File: src/rtl/axi_pkg.sv
// Shared types for the AXI write responder: burst/response encodings, FSM states
// and the AW buffer entry layout.
package axi_pkg;

    localparam int DEF_AXI_DW = 128;
    localparam int DEF_AXI_AW = 32;
    localparam int DEF_AXI_IW = 8;
    localparam int DEF_AXI_LW = 8;
    localparam int DEF_L      = $clog2(DEF_AXI_DW / 8);

    typedef enum logic [1:0] {
        AXI_BURST_FIXED = 2'd0,
        AXI_BURST_INCR  = 2'd1,
        AXI_BURST_WRAP  = 2'd2
    } axi_burst_e;

    localparam logic [1:0] RESP_OKAY   = 2'b00;
    localparam logic [1:0] RESP_SLVERR = 2'b10;

    typedef enum logic [1:0] {
        ST_IDLE = 2'd0,
        ST_DATA = 2'd1,
        ST_RESP = 2'd2
    } wr_state_e;

    // err is resolved at push time so the FSM never looks at burst/size again
    typedef struct packed {
        logic [DEF_AXI_IW-1:0]          id;
        logic [DEF_AXI_AW-DEF_L-1:0]    addr;
        logic [DEF_AXI_LW-1:0]          len;
        logic                           incr;
        logic                           err;
    } aw_entry_t;

    function automatic logic aw_unsupported(input logic [1:0] burst,
                                            input logic [2:0] size,
                                            input int unsigned l);
        return !((burst == AXI_BURST_FIXED) || (burst == AXI_BURST_INCR))
               || (int'(size) != int'(l));
    endfunction

endpackage

File: src/rtl/sync_fifo.sv
// First-word-fall-through synchronous FIFO; DEPTH must be a power of two.
module sync_fifo #(
    parameter int WIDTH = 8,
    parameter int DEPTH = 4
) (
    input  logic             clk,
    input  logic             reset_n,
    input  logic             push,
    input  logic [WIDTH-1:0] push_data,
    input  logic             pop,
    output logic [WIDTH-1:0] pop_data,
    output logic             full,
    output logic             empty
);

    localparam int PW = $clog2(DEPTH);

    logic [PW:0]      wr_ptr_q, wr_ptr_d;
    logic [PW:0]      rd_ptr_q, rd_ptr_d;
    logic [WIDTH-1:0] mem_q [DEPTH];
    logic             do_push;
    logic             do_pop;

    assign empty    = (wr_ptr_q == rd_ptr_q);
    assign full     = (wr_ptr_q[PW] != rd_ptr_q[PW]) &&
                      (wr_ptr_q[PW-1:0] == rd_ptr_q[PW-1:0]);
    assign pop_data = mem_q[rd_ptr_q[PW-1:0]];

    always_comb begin
        do_push  = push && !full;
        do_pop   = pop && !empty;
        wr_ptr_d = wr_ptr_q + (do_push ? 1'b1 : 1'b0);
        rd_ptr_d = rd_ptr_q + (do_pop ? 1'b1 : 1'b0);
    end

    always_ff @(posedge clk or negedge reset_n) begin
        if (!reset_n) begin
            wr_ptr_q <= '0;
            rd_ptr_q <= '0;
        end else begin
            wr_ptr_q <= wr_ptr_d;
            rd_ptr_q <= rd_ptr_d;
        end
    end

    always_ff @(posedge clk) begin
        if (do_push) begin
            mem_q[wr_ptr_q[PW-1:0]] <= push_data;
        end
    end

endmodule

File: src/rtl/axi_wr_responder.sv
// AXI write slave: buffers AW bursts, splits them into per-beat user-port writes,
// checks WLAST against AWLEN and returns one B response per burst.
//
// state | meaning
// IDLE  | no burst in service, waiting for the AW buffer to fill
// DATA  | accepting W beats for the current burst (written, or drained on err)
// RESP  | B response held until bready
module axi_wr_responder
    import axi_pkg::*;
#(
    parameter int AXI_DW     = DEF_AXI_DW,
    parameter int AXI_AW     = DEF_AXI_AW,
    parameter int AXI_IW     = DEF_AXI_IW,
    parameter int AXI_LW     = DEF_AXI_LW,
    parameter int AXI_SW     = 3,
    parameter int AXI_BURSTW = 2,
    parameter int AXI_BRESPW = 2,
    parameter int AMI_AD     = 4,
    parameter int AXI_BYTES  = AXI_DW / 8,
    parameter int L          = $clog2(AXI_BYTES)
) (
    input  logic                  clk,
    input  logic                  reset_n,
    input  logic [AXI_IW-1:0]     awid,
    input  logic [AXI_AW-1:0]     awaddr,
    input  logic [AXI_LW-1:0]     awlen,
    input  logic [AXI_SW-1:0]     awsize,
    input  logic [AXI_BURSTW-1:0] awburst,
    input  logic                  awvalid,
    output logic                  awready,
    input  logic [AXI_DW-1:0]     wdata,
    input  logic [AXI_BYTES-1:0]  wstrb,
    input  logic                  wlast,
    input  logic                  wvalid,
    output logic                  wready,
    output logic [AXI_IW-1:0]     bid,
    output logic [AXI_BRESPW-1:0] bresp,
    output logic                  bvalid,
    input  logic                  bready,
    output logic                  usr_wvalid,
    input  logic                  usr_wready,
    output logic [AXI_AW-1:0]     usr_waddr,
    output logic [AXI_DW-1:0]     usr_wdata,
    output logic [AXI_BYTES-1:0]  usr_wstrb
);

    aw_entry_t push_entry;
    aw_entry_t head;
    logic      fifo_full;
    logic      fifo_empty;
    logic      push;
    logic      pop;

    wr_state_e             state_q, state_d;
    logic [AXI_IW-1:0]     cur_id_q, cur_id_d;
    logic [AXI_AW-L-1:0]   cur_addr_q, cur_addr_d;
    logic [AXI_LW-1:0]     cur_len_q, cur_len_d;
    logic                  cur_incr_q, cur_incr_d;
    logic                  cur_err_q, cur_err_d;
    logic [AXI_LW:0]       beat_cnt_q, beat_cnt_d;
    logic                  bvalid_q, bvalid_d;
    logic [AXI_IW-1:0]     bid_q, bid_d;
    logic [AXI_BRESPW-1:0] bresp_q, bresp_d;
    logic                  beat;
    logic                  early_last;

    assign awready = reset_n && !fifo_full;
    assign push    = awvalid && awready;

    always_comb begin
        push_entry      = '0;
        push_entry.id   = awid;
        push_entry.addr = awaddr[AXI_AW-1:L];
        push_entry.len  = awlen;
        push_entry.incr = (awburst == AXI_BURST_INCR);
        push_entry.err  = aw_unsupported(awburst, awsize, L);
    end

    sync_fifo #(
        .WIDTH ($bits(aw_entry_t)),
        .DEPTH (AMI_AD)
    ) u_aw_fifo (
        .clk       (clk),
        .reset_n   (reset_n),
        .push      (push),
        .push_data (push_entry),
        .pop       (pop),
        .pop_data  (head),
        .full      (fifo_full),
        .empty     (fifo_empty)
    );

    // The user port is a straight pass-through of W while a legal burst is in DATA
    assign wready     = (state_q == ST_DATA) && (cur_err_q || usr_wready);
    assign usr_wvalid = (state_q == ST_DATA) && !cur_err_q && wvalid;
    assign usr_waddr  = {cur_addr_q, {L{1'b0}}};
    assign usr_wdata  = wdata;
    assign usr_wstrb  = wstrb;
    assign bvalid     = bvalid_q;
    assign bid        = bid_q;
    assign bresp      = bresp_q;

    always_comb begin
        state_d    = state_q;
        cur_id_d   = cur_id_q;
        cur_addr_d = cur_addr_q;
        cur_len_d  = cur_len_q;
        cur_incr_d = cur_incr_q;
        cur_err_d  = cur_err_q;
        beat_cnt_d = beat_cnt_q;
        bvalid_d   = bvalid_q;
        bid_d      = bid_q;
        bresp_d    = bresp_q;
        pop        = 1'b0;
        beat       = (state_q == ST_DATA) && wvalid && wready;
        early_last = beat_cnt_q < {1'b0, cur_len_q};

        case (state_q)
            ST_IDLE: begin
                if (!fifo_empty) begin
                    pop = 1'b1;
                end
            end
            ST_DATA: begin
                if (beat) begin
                    if (!cur_err_q) begin
                        beat_cnt_d = beat_cnt_q + 1'b1;
                        if (cur_incr_q) begin
                            cur_addr_d = cur_addr_q + 1'b1;
                        end
                    end
                    if (wlast) begin
                        state_d  = ST_RESP;
                        bvalid_d = 1'b1;
                        bid_d    = cur_id_q;
                        bresp_d  = (cur_err_q || early_last) ? RESP_SLVERR : RESP_OKAY;
                    end else if (!early_last) begin
                        cur_err_d = 1'b1;
                    end
                end
            end
            ST_RESP: begin
                if (bready) begin
                    bvalid_d = 1'b0;
                    state_d  = ST_IDLE;
                    pop      = !fifo_empty;
                end
            end
            default: state_d = ST_IDLE;
        endcase

        if (pop) begin
            state_d    = ST_DATA;
            cur_id_d   = head.id;
            cur_addr_d = head.addr;
            cur_len_d  = head.len;
            cur_incr_d = head.incr;
            cur_err_d  = head.err;
            beat_cnt_d = '0;
        end
    end

    always_ff @(posedge clk or negedge reset_n) begin
        if (!reset_n) begin
            state_q    <= ST_IDLE;
            cur_id_q   <= '0;
            cur_addr_q <= '0;
            cur_len_q  <= '0;
            cur_incr_q <= 1'b0;
            cur_err_q  <= 1'b0;
            beat_cnt_q <= '0;
            bvalid_q   <= 1'b0;
            bid_q      <= '0;
            bresp_q    <= '0;
        end else begin
            state_q    <= state_d;
            cur_id_q   <= cur_id_d;
            cur_addr_q <= cur_addr_d;
            cur_len_q  <= cur_len_d;
            cur_incr_q <= cur_incr_d;
            cur_err_q  <= cur_err_d;
            beat_cnt_q <= beat_cnt_d;
            bvalid_q   <= bvalid_d;
            bid_q      <= bid_d;
            bresp_q    <= bresp_d;
        end
    end

endmodule

File: config.mk
export PLATFORM = sky130hd
export DESIGN_NAME = axi_wr_responder
export DESIGN_NICKNAME = d
export VERILOG_FILES = /design/src/rtl/axi_pkg.sv /design/src/rtl/sync_fifo.sv /design/src/rtl/axi_wr_responder.sv
export SDC_FILE = /design/constraint.sdc
export NUM_CORES = 1
export LEC_CHECK = 0
export ABC_AREA = 1
export CORE_MARGIN = 2
export CORE_UTILIZATION = 47
export DETAILED_ROUTE_END_ITERATION = 12
export GPL_TIMING_DRIVEN = 0
export PLACE_DENSITY = 0.81
export SLEW_MARGIN = 0
export SYNTH_ARGS = -nofsm -noshare
export SYNTH_HDL_FRONTEND = slang
export SYNTH_SLANG_ARGS = --single-unit
File: constraint.sdc
create_clock -name clk -period 4 [get_ports clk]
set_input_delay 0.8 -clock clk [delete_from_list [all_inputs] [get_ports clk]]
set_output_delay 0.8 -clock clk [all_outputs]
set_load 0.01 [all_outputs]
==> results of run 1 <==
layout make-up:
cell class,instances,area share
timing repair buffer,246,0.157
multi-input combinational,714,0.208
inverter,78,0.0181
tap,335,0.0259
clock inverter,17,0.0123
sequential,257,0.455
buffer,194,0.0836
antenna,1,0.000155
clock buffer,28,0.0394
flip-flops by register name, summed over array words and instances, names as in the netlist:
name / count
u_aw_fifo.mem_q: 184
u_aw_fifo.wr_ptr_q: 3
bid: 8
beat_cnt_q: 9
bvalid: 1
cur_addr_q: 28
cur_id_q: 8
cur_incr_q: 1
cur_err_q: 1
u_aw_fifo.rd_ptr_q: 3
cur_len_q: 8
state_q: 2
bresp: 1
cells in the final DEF, fill, tap and decap left out, drive strengths merged, types with 5 or more instances in the layout:
cell	netlist	layout
o22ai	30	30
o21ai	121	121
clkbuf	14	42
nand2	266	266
ha	13	13
clkinv	0	7
nand3	57	57
inv	78	81
dfrtp	73	73
xor2	6	6
clkdlybuf4s50	0	239
a21oi	26	26
edfxtp	184	184
conb	1	5
nand4	12	12
nor2	157	157
buf	180	187
through the flow:
step / instances / hold slack (ns) / util / total power [mW]
2_1_floorplan: 1243 / 0.463 / - / 6.19
6_report: 1870 / 0.108 / 0.624 / 10.4
3_3_place_gp: 1818 / 0.465 / 0.585 / 7.76
3_5_place_dp: 1824 / 0.468 / 0.591 / 7.91
4_1_cts: 1869 / 0.107 / 0.624 / 10.3
5_1_grt: 1870 / 0.106 / 0.624 / 11.0
metal layers:
layer,track usage,vias to the layer above,wire (um)
met5,0,-,20
met4,0.0647,4,1050
met3,0.0620,81,3660
met2,0.472,576,19100
met1,0.398,4792,16700
li1,-,4559,-
worst max path at each step:
stage	from	cells after the start	slack [ns]	endpoint
6_report	u_aw_fifo.wr_ptr_q[1]$_DFF_PN0_	7	0.86	awready
5_1_grt	u_aw_fifo.wr_ptr_q[1]$_DFF_PN0_	7	0.77	awready
4_1_cts	u_aw_fifo.wr_ptr_q[1]$_DFF_PN0_	7	0.87	awready
3_5_place_dp	reset_n	7	0.76	u_aw_fifo.mem_q[3][29]$_DFFE_PP_
3_3_place_gp	reset_n	5	-4.58	u_aw_fifo.mem_q[0][29]$_DFFE_PP_
2_1_floorplan	reset_n	4	0.53	u_aw_fifo.mem_q[0][0]$_DFFE_PP_
power breakdown:
group	switching [mW]	internal [mW]	total [mW]
registers	0.411	3.41	3.82
clock network	1.01	1.41	2.42
logic	2.62	1.56	4.17
total	4.03	6.37	10.4
kinds of logic (layout without fill, tap and decap cells):
kind of cell / count (synthesis) / count (layout) / share of synthesized area
AND/OR/NAND/NOR: 499 / 499 / 0.165
buffers and inverters: 272 / 563 / 0.133
flip-flops: 257 / 257 / 0.597
AO/OA/AOI/OAI: 187 / 187 / 0.0839
adder cells (fa/ha/maj): 13 / 13 / 0.0132
XOR/XNOR: 10 / 10 / 0.00711
other: 1 / 6 / 0.000304
==> summary.md, run 1 <==
| Metric | Value |
|---|---|
| Die area | `27500 um^2` |
| Overflow left after global routing | `0` |
| Status | `completed` |
| Synth Flop Type | `edfxtp_1` |
| Max_cap viols | `0` |
| First-pass GRT wire length | `60600 um` |
| Leakage Power | `6.59 nW` |
| Cell Area, Synth | `12300 um^2` |
| Resized Gates After CTS | `0` |
| RSZ-0062 raised after global routing | `false` |
| Worst ir drop on vdd | `0.433 mV` |
| Count leader, synth | `nand2_1` |
| Endpoints failing hold | `0` |
| Final worst path period need | `3.14 ns` |
| Core Region | `25900 um^2` |
| DRC Markers | `0` |
| Final setup fails | `0` |
| Share of layout cells above drive strength 1 | `0.166` |
| YS warnings | `0` |
| Total CTS buffers | `25` |
| H-tree lvl count | `1` |
| Crit. End Element | `primary output` |
| Crit-path cells | `inv_1 -> nand2_1 -> nand2_2 -> nand4_1 -> nand2_1 -> inv_1 -> clkdlybuf4s50_1` |
| Post-CTS Setup Inserts | `0` |
| Port Buffers | `240` |
| GPL Wtd Cong | `0.939` |
| Number of global-route vias before repair | `9602` |
| Starting DRT DRC Count | `1234` |
| Largest net degree at the start of global routing | `67` |
| Slew @ Worst Pin | `0.811 ns` |
| Vias per inst | `5.35` |
| CP required | `3.20 ns` |
| Highest clock rate | `318 MHz` |
| Filler cell count | `1984` |
| Post-synth EDFFs | `184` |
| Post-route cell area | `16200 um^2` |
| DP HPWL | `31100 um` |
| Synth area leaders | `edfxtp_1 45%, dfrtp_1 15%, buf_4 9.3%` |
| Post-synth ARST share | `0.284` |
| Setup TNS | `0 ns` |
| Area grow syn2layout | `31.2%` |
| CTS sink count | `257` |
| Post-CTS Hold Fix Bufs | `0` |
| Slew HR | `0.458` |
| Largest buffer count on any clock path | `3` |
| Hold WC Path Type | `in -> async` |
| Cell row count | `59` |
| Io pins | `394` |
| Critical path's largest stage delay | `0.56 ns` |
| Setup slack after layout | `0.859 ns` |
| Commonest cells post-synth | `262 x nand2_1, 184 x edfxtp_1, 153 x nor2_1` |
| Crit path launch type | `flop` |
| Max-slew violation count | `0` |
| Pwr dens | `644 nW/um^2` |
| Area of the multi-input gates | `3360 um^2` |
| Tot GR Track Use | `0.288` |
| Synth Instances | `1239` |
| Crit Path Class | `reg -> out` |
| Post-synth cell types | `38` |
| Buffers & Inverters on Critical Path | `3` |
| Root buffer cell | `clkbuf_16` |
| Die W | `166 um` |
| Vias | `10.0k` |
| Seq/Total Area, Yosys | `0.597` |
| CTS tree | `yes` |
| R2R depth | `9` |
| Clock latency on the worst-skew pair | `0.53 ns` |
| Clk pin slew, worst setup/hold paths | `0.07 ns` |
| Final WL | `40600 um` |
| Final worst-path cycle share | `0.785` |
| Initial antenna violation count | `3` |
| Crit-path max FO | `5` |
| Synth area leader | `edfxtp_1` |
| RR Startpoint | `u_aw_fifo.wr_ptr_q[1]$_DFF_PN0_` |
| Die height | `166 um` |
| Per-cell routed wire length | `21.7 um` |
| Synth top area share | `0.449` |
| Final-stage net count | `1733` |
| Crit path DAT | `2.34 ns` |
| Crit path max-delay family | `buffers and inverters` |
| Syn avg cell area | `9.94 um^2` |
| Flops & latches, synth | `257` |
| Slowest cell on the critical path | `clkdlybuf4s50_1` |
| Dpl ws | `0.761 ns` |
| Max Clock Skew | `0.0197 ns` |
| Reg-to-reg setup timing slack | `1.09 ns` |
| Initial Utilization | `0.475` |
| TritonRoute pass-1 iters | `6` |
| RR Endpoint | `u_aw_fifo.mem_q[3][10]$_DFFE_PP_` |
| Placement Cell Area | `15300 um^2` |
| Seq. cell area | `7350 um^2` |
| Post-DRT Antenna Nets | `0` |
(Power assumes the default switching activity.)
==> run 2: changes to the inputs <==
clock period = 3.2 ns   (was 4 ns; I/O delays follow)
==> summary.md, run 2 (synthesized netlist as in run 1, its figures left out) <==
| Metric | Value |
|---|---|
| GPL Wtd Cong | `0.939 (unchanged)` |
| Die height | `166 um (unchanged)` |
| Internal | `7.97 mW (+25%)` |
| CTS tree | `yes` |
| Combinational share of power | `0.401 (about the same)` |
| Util after Layout | `0.624 (about the same)` |
| Root buffer cell | `clkbuf_16` |
| Crit-path max FO | `5 (unchanged)` |
| Slew HR | `0.461 (+0.00271)` |
| Post-DRT Antenna Nets | `0 (unchanged)` |
| Vias | `9999 (-0.13%)` |
| Starting DRT DRC Count | `1264 (+2.4%)` |
| Io pins | `394 (unchanged)` |
| First-pass GRT wire length | `60600 um (about the same)` |
| Total CTS buffers | `25 (unchanged)` |
| Crit path launch type | `flop` |
| Leakage Power | `6.60 nW (about the same)` |
| Vias per inst | `5.34 (-0.18%)` |
| Share of layout cells above drive strength 1 | `0.165 (about the same)` |
| Max_cap viols | `0 (unchanged)` |
| Most common cell after layout, fill and taps aside | `nand2_1` |
| Initial Utilization | `0.475 (unchanged)` |
| TritonRoute pass-1 iters | `6 (unchanged)` |
| Status | `completed` |
| Total power | `13.0 mW (+25%)` |
| R2R depth | `9 (unchanged)` |
| Hold WC Path Type | `in -> async` |
| Die area | `27500 um^2 (unchanged)` |
| P_sw | `5.03 mW (+25%)` |
| Core Region | `25900 um^2 (unchanged)` |
| Sequential power share | `0.367 (about the same)` |
| Sw frac | `0.387 (-0.000700)` |
| Highest clock rate | `333 MHz` |
| Setup slack after layout | `0.200 ns (-0.659 ns)` |
| RR Startpoint | `u_aw_fifo.wr_ptr_q[1]$_DFF_PN0_` |
| Clock latency on the worst-skew pair | `0.53 ns (about the same)` |
| Filler cell count | `1983 (-0.050%)` |
| Endpoints failing hold | `0 (unchanged)` |
| Commonest non-fill, non-tap cells in the layout | `262 x nand2_1, 239 x clkdlybuf4s50_1, 184 x edfxtp_1` |
| CP required | `2.56 ns (-0.64 ns)` |
| Area grow syn2layout | `31.3% (about the same)` |
| Largest net degree at the start of global routing | `67 (unchanged)` |
| CP Launch Point | `u_aw_fifo.wr_ptr_q[1]$_DFF_PN0_` |
| Max-slew violation count | `0 (unchanged)` |
| Resized Gates After CTS | `0 (unchanged)` |
| Final-stage net count | `1734 (+0.058%)` |
| Crit path DAT | `2.36 ns (+0.02 ns)` |
| Port Buffers | `240 (unchanged)` |
| Final WL | `40500 um (-0.14%)` |
| RSZ-0062 raised after global routing | `false` |
| Overflow left after global routing | `0 (unchanged)` |
| Crit. End Element | `primary output` |
| CTS sink count | `257 (unchanged)` |
| DP HPWL | `31100 um (unchanged)` |
| Die W | `166 um (unchanged)` |
| Tot GR Track Use | `0.289 (about the same)` |
| Final worst-path cycle share | `0.938` |
| Per-cell routed wire length | `21.7 um (-0.19%)` |
| Pwr dens | `804 nW/um^2 (+25%)` |
| Final worst path period need | `3.00 ns` |
| Placed instance count | `1824 (unchanged)` |
| Number of global-route vias before repair | `9605 (+0.031%)` |
| Largest buffer count on any clock path | `3 (unchanged)` |
| Reg-to-reg setup timing slack | `0.27 ns (-0.82 ns)` |
| Power share of the clock group | `0.232 (about the same)` |
| Max Clock Skew | `0.0198 ns (+0.0000957 ns)` |
| Post-route cell area | `16200 um^2 (about the same)` |
| Worst ir drop on vdd | `0.541 mV (+25%)` |
| Clk pin slew, worst setup/hold paths | `0.06 ns (about the same)` |
| RR Endpoint | `u_aw_fifo.mem_q[3][10]$_DFFE_PP_` |
| Final setup fails | `0 (unchanged)` |
| Dpl ws | `0.121 ns (-0.640 ns)` |
| Crit Path Class | `reg -> out` |
| DRC Markers | `0 (unchanged)` |
| Slew @ Worst Pin | `0.807 ns (-0.00405 ns)` |
| Cell row count | `59 (unchanged)` |
| Non-Filler Instances | `1871 (+0.053%)` |
| Max FFs per register | `184 (unchanged)` |
| Initial antenna violation count | `3 (unchanged)` |
| H-tree lvl count | `1 (unchanged)` |
| Placement Cell Area | `15300 um^2 (unchanged)` |
## run 2: changes by cell type in the layout (fill, tap and decap cells not counted)
| cell | previous run | this run |
|---|---|---|
| dlygate4sd3_1 | 0 | 1 |
## run 2: through the flow
step / TNS, ns / hold slack, ns
floorplan: -28.77 / 0.344
global placement: -1039.05 / 0.465
detailed placement: 0 / 0.468
CTS: 0 / 0.152
global route: 0 / 0.164
finish: 0 / 0.143
## run 2: power by group through the flow
stage / clock (mW) / sequential [mW] / combinational [mW]
after detailed placement: 0 / 4.81 / 5.08
final: 3.01 / 4.77 / 5.21
after global routing: 3.17 / 4.83 / 5.69
after CTS: 3.02 / 4.75 / 5.15
after floorplan: 0 / 4.76 / 2.98
after global placement: 0 / 4.81 / 4.90
## run 2: cell type report
type                       instances  area, um^2  area share
inverter                          78         293      0.0181
timing repair buffer             247        2550       0.158
clock inverter                    17         199      0.0123
antenna                            1        2.50    0.000155
sequential                       257        7350       0.455
clock buffer                      28         637      0.0394
buffer                           194        1350      0.0836
tap                              335         419      0.0259
multi-input combinational        714        3360       0.208
## run 2: worst max-delay path, stage by stage (launching register included)
cell	delay, ns
dfrtp_1	0.53
inv_1	0.20
nand2_1	0.14
nand2_2	0.08
nand4_1	0.10
nand2_1	0.13
inv_1	0.11
clkdlybuf4s50_1	0.56
## run 2: worst max path at each step
stage / end / slack (ns) / cells past startpoint
after floorplan: u_aw_fifo.mem_q[0][0]$_DFFE_PP_ / -0.16 / 8
after global placement: u_aw_fifo.mem_q[0][29]$_DFFE_PP_ / -5.22 / 5
after detailed placement: u_aw_fifo.mem_q[3][29]$_DFFE_PP_ / 0.12 / 7
after CTS: awready / 0.23 / 7
after global routing: awready / 0.13 / 7
final: awready / 0.20 / 7
## run 2: per-layer routing
layer,vias up,global-route usage,routed length [um]
li1,4560,-,-
met1,4792,0.398,16500
met2,569,0.472,19200
met3,74,0.0632,3820
met4,4,0.0650,942
met5,-,0,20
## run 2: timing repair
item	in CTS	in global routing
buffers inserted	0	0
hold endpoints to repair	8	0
hold buffers	1	0
==> run 3: changes to the inputs <==
GPL_TIMING_DRIVEN = unset   (was 0)
HOLD_SLACK_MARGIN = 0.05   (was unset)
==> summary.md, run 3 (synthesized netlist as in run 1, its figures left out) <==
| Metric | Value |
|---|---|
| Max-slew violation count | `0 (unchanged)` |
| Io pins | `394 (unchanged)` |
| Post-DRT Antenna Nets | `0 (unchanged)` |
| TritonRoute pass-1 iters | `5 (-1)` |
| DP HPWL | `27900 um (-10%)` |
| Final setup fails | `0 (unchanged)` |
| Largest net degree at the start of global routing | `94 (+40%)` |
| CTS tree | `yes` |
| Worst hold slack | `0.345 ns (+0.201 ns)` |
| Post-CTS Hold Fix Bufs | `0 (-1)` |
| H-tree lvl count | `1 (unchanged)` |
| Initial antenna violation count | `1 (-2)` |
| RSZ-0062 raised after global routing | `false` |
| Root buffer cell | `clkbuf_16` |
| Max_cap viols | `0 (unchanged)` |
| Total power | `11.8 mW (-9.6%)` |
| Post-CTS Setup Inserts | `0 (unchanged)` |
| Crit. End Element | `primary output` |
| Clk pin slew, worst setup/hold paths | `0.06 ns (about the same)` |
| Slew HR | `0.227 (-0.234)` |
| CTS sink count | `257 (unchanged)` |
| Highest clock rate | `339 MHz (+1.6%)` |
| Endpoints failing hold | `0 (unchanged)` |
| Crit Path Class | `reg -> out` |
| Commonest non-fill, non-tap cells in the layout | `262 x nand2_1, 184 x edfxtp_1, 149 x nor2_1` |
| Resized Gates After CTS | `0 (unchanged)` |
| Status | `completed` |
| GPL Wtd Cong | `0.934 (-0.52%)` |
| Max Clock Skew | `0.0205 ns (+0.000626 ns)` |
| Area grow syn2layout | `7.81%` |
| Per-cell routed wire length | `24.0 um (+11%)` |
| CP required | `2.56 ns (about the same)` |
| Crit path launch type | `flop` |
| Tot GR Track Use | `0.264 (-0.0242)` |
| Final WL | `37000 um (-8.7%)` |
| Final worst path period need | `2.95 ns (-0.0460 ns)` |
| Port Buffers | `96 (-60%)` |
| Post-route cell area | `13300 um^2 (-18%)` |
| Hold WC Path Type | `in -> async` |
| Vias per inst | `5.44 (+1.9%)` |
| Max FFs per register | `184 (unchanged)` |
| Slew @ Worst Pin | `1.16 ns (+0.348 ns)` |
| Most common cell after layout, fill and taps aside | `nand2_1` |
| Filler cell count | `2119 (+6.9%)` |
| Number of global-route vias before repair | `7903 (-18%)` |
| DRC Markers | `0 (unchanged)` |
| Worst ir drop on vdd | `0.532 mV (-1.7%)` |
| Leakage Power | `5.14 nW (-22%)` |
| Initial Utilization | `0.475 (unchanged)` |
| Diodes inserted | `0 (-1)` |
| Final worst-path cycle share | `0.923 (-0.0144)` |
| Die height | `166 um (unchanged)` |
| Setup slack after layout | `0.246 ns (+0.0460 ns)` |
| Crit path DAT | `2.31 ns (-0.05 ns)` |
| Die area | `27500 um^2 (unchanged)` |
| Cell row count | `59 (unchanged)` |
| R2R depth | `9 (unchanged)` |
| Dpl ws | `0.243 ns (+0.121 ns)` |
| Starting DRT DRC Count | `769 (-39%)` |
| Clock latency on the worst-skew pair | `0.53 ns (about the same)` |
| Die W | `166 um (unchanged)` |
| Core Region | `25900 um^2 (unchanged)` |
| Pwr dens | `885 nW/um^2 (+10%)` |
| Crit-path max FO | `5 (unchanged)` |
| Overflow left after global routing | `0 (unchanged)` |
| Vias | `8388 (-16%)` |
| Total CTS buffers | `24 (-4.0%)` |
| Share of layout cells above drive strength 1 | `0.0697 (-0.0958)` |
| Util after Layout | `0.512 (-0.112)` |
| Placement Cell Area | `12500 um^2 (-18%)` |
| First-pass GRT wire length | `54000 um (-11%)` |
| Largest buffer count on any clock path | `3 (unchanged)` |
| Final-stage net count | `1405 (-19%)` |
[run 3: cell count changes in the layout (fill, tap and decap cells not counted), sizes merged]
| cell | before | now |
|---|---|---|
| buf | 187 | 18 |
| clkinvlp | 3 | 4 |
| clkbuf | 42 | 31 |
| dlygate4sd3 | 1 | 0 |
| bufinv | 4 | 0 |
| clkinv | 7 | 8 |
| clkdlybuf4s50 | 239 | 95 |
| diode | 1 | 0 |
| inv | 81 | 79 |
[run 3: metal layers]
metal,global-route usage,share of wire,vias to the layer above
li1,-,-,3890
met1,0.264,0.31,3872
met2,0.418,0.46,578
met3,0.219,0.20,46
met4,0.0654,0.022,2
met5,0.0313,0.0016,-
[run 3: layout make-up]
cell class / instances / area (um^2) / share of cell area
clock buffers: 31 / 658 / 0.0496
multi-input cells: 714 / 3370 / 0.254
repair buffers: 113 / 1110 / 0.0837
inverters: 78 / 293 / 0.0221
flip-flops and latches: 257 / 7350 / 0.554
clock inverters: 13 / 71.3 / 0.00537
well taps: 335 / 419 / 0.0316
[run 3: final timing paths]
kind / startpoint / end / slack, ns
setup / recovery: u_aw_fifo.wr_ptr_q[1]$_DFF_PN0_ / awready / 0.25
hold / removal: reset_n / cur_id_q[2]$_DFFE_PN0P_ / 0.34
setup reg to reg: u_aw_fifo.wr_ptr_q[1]$_DFF_PN0_ / u_aw_fifo.mem_q[2][12]$_DFFE_PP_ / 0.49
hold reg to reg: bid[5]$_DFFE_PN0P_ / bid[5]$_DFFE_PN0P_ / 0.48
max in group asynchronous: reset_n / u_aw_fifo.rd_ptr_q[0]$_DFF_PN0_ / 2.19
min in group clk: bid[5]$_DFFE_PN0P_ / bid[5]$_DFFE_PN0P_ / 0.48
[run 3: metrics by stage]
step	std cells	setup TNS, ns
after CTS	1541	0
after global placement	1497	0
after global routing	1541	0
final	1541	0
after detailed placement	1497	0
after floorplan	1243	-28.77
[run 3: where the power goes]
| group | internal (mW) | leakage, nW | switching, mW |
|---|---|---|---|
| registers | 4.26 | 2.56 | 0.496 |
| clock network | 1.45 | 0.348 | 1.17 |
| logic | 1.53 | 2.23 | 2.84 |
[run 3: critical path, cell delays in order, from the launching register on]
cell	delay, ns
dfrtp_1	0.52
inv_1	0.19
nand2_1	0.12
nand2_2	0.08
nand4_1	0.17
nand2_1	0.11
inv_1	0.07
clkdlybuf4s50_1	0.54
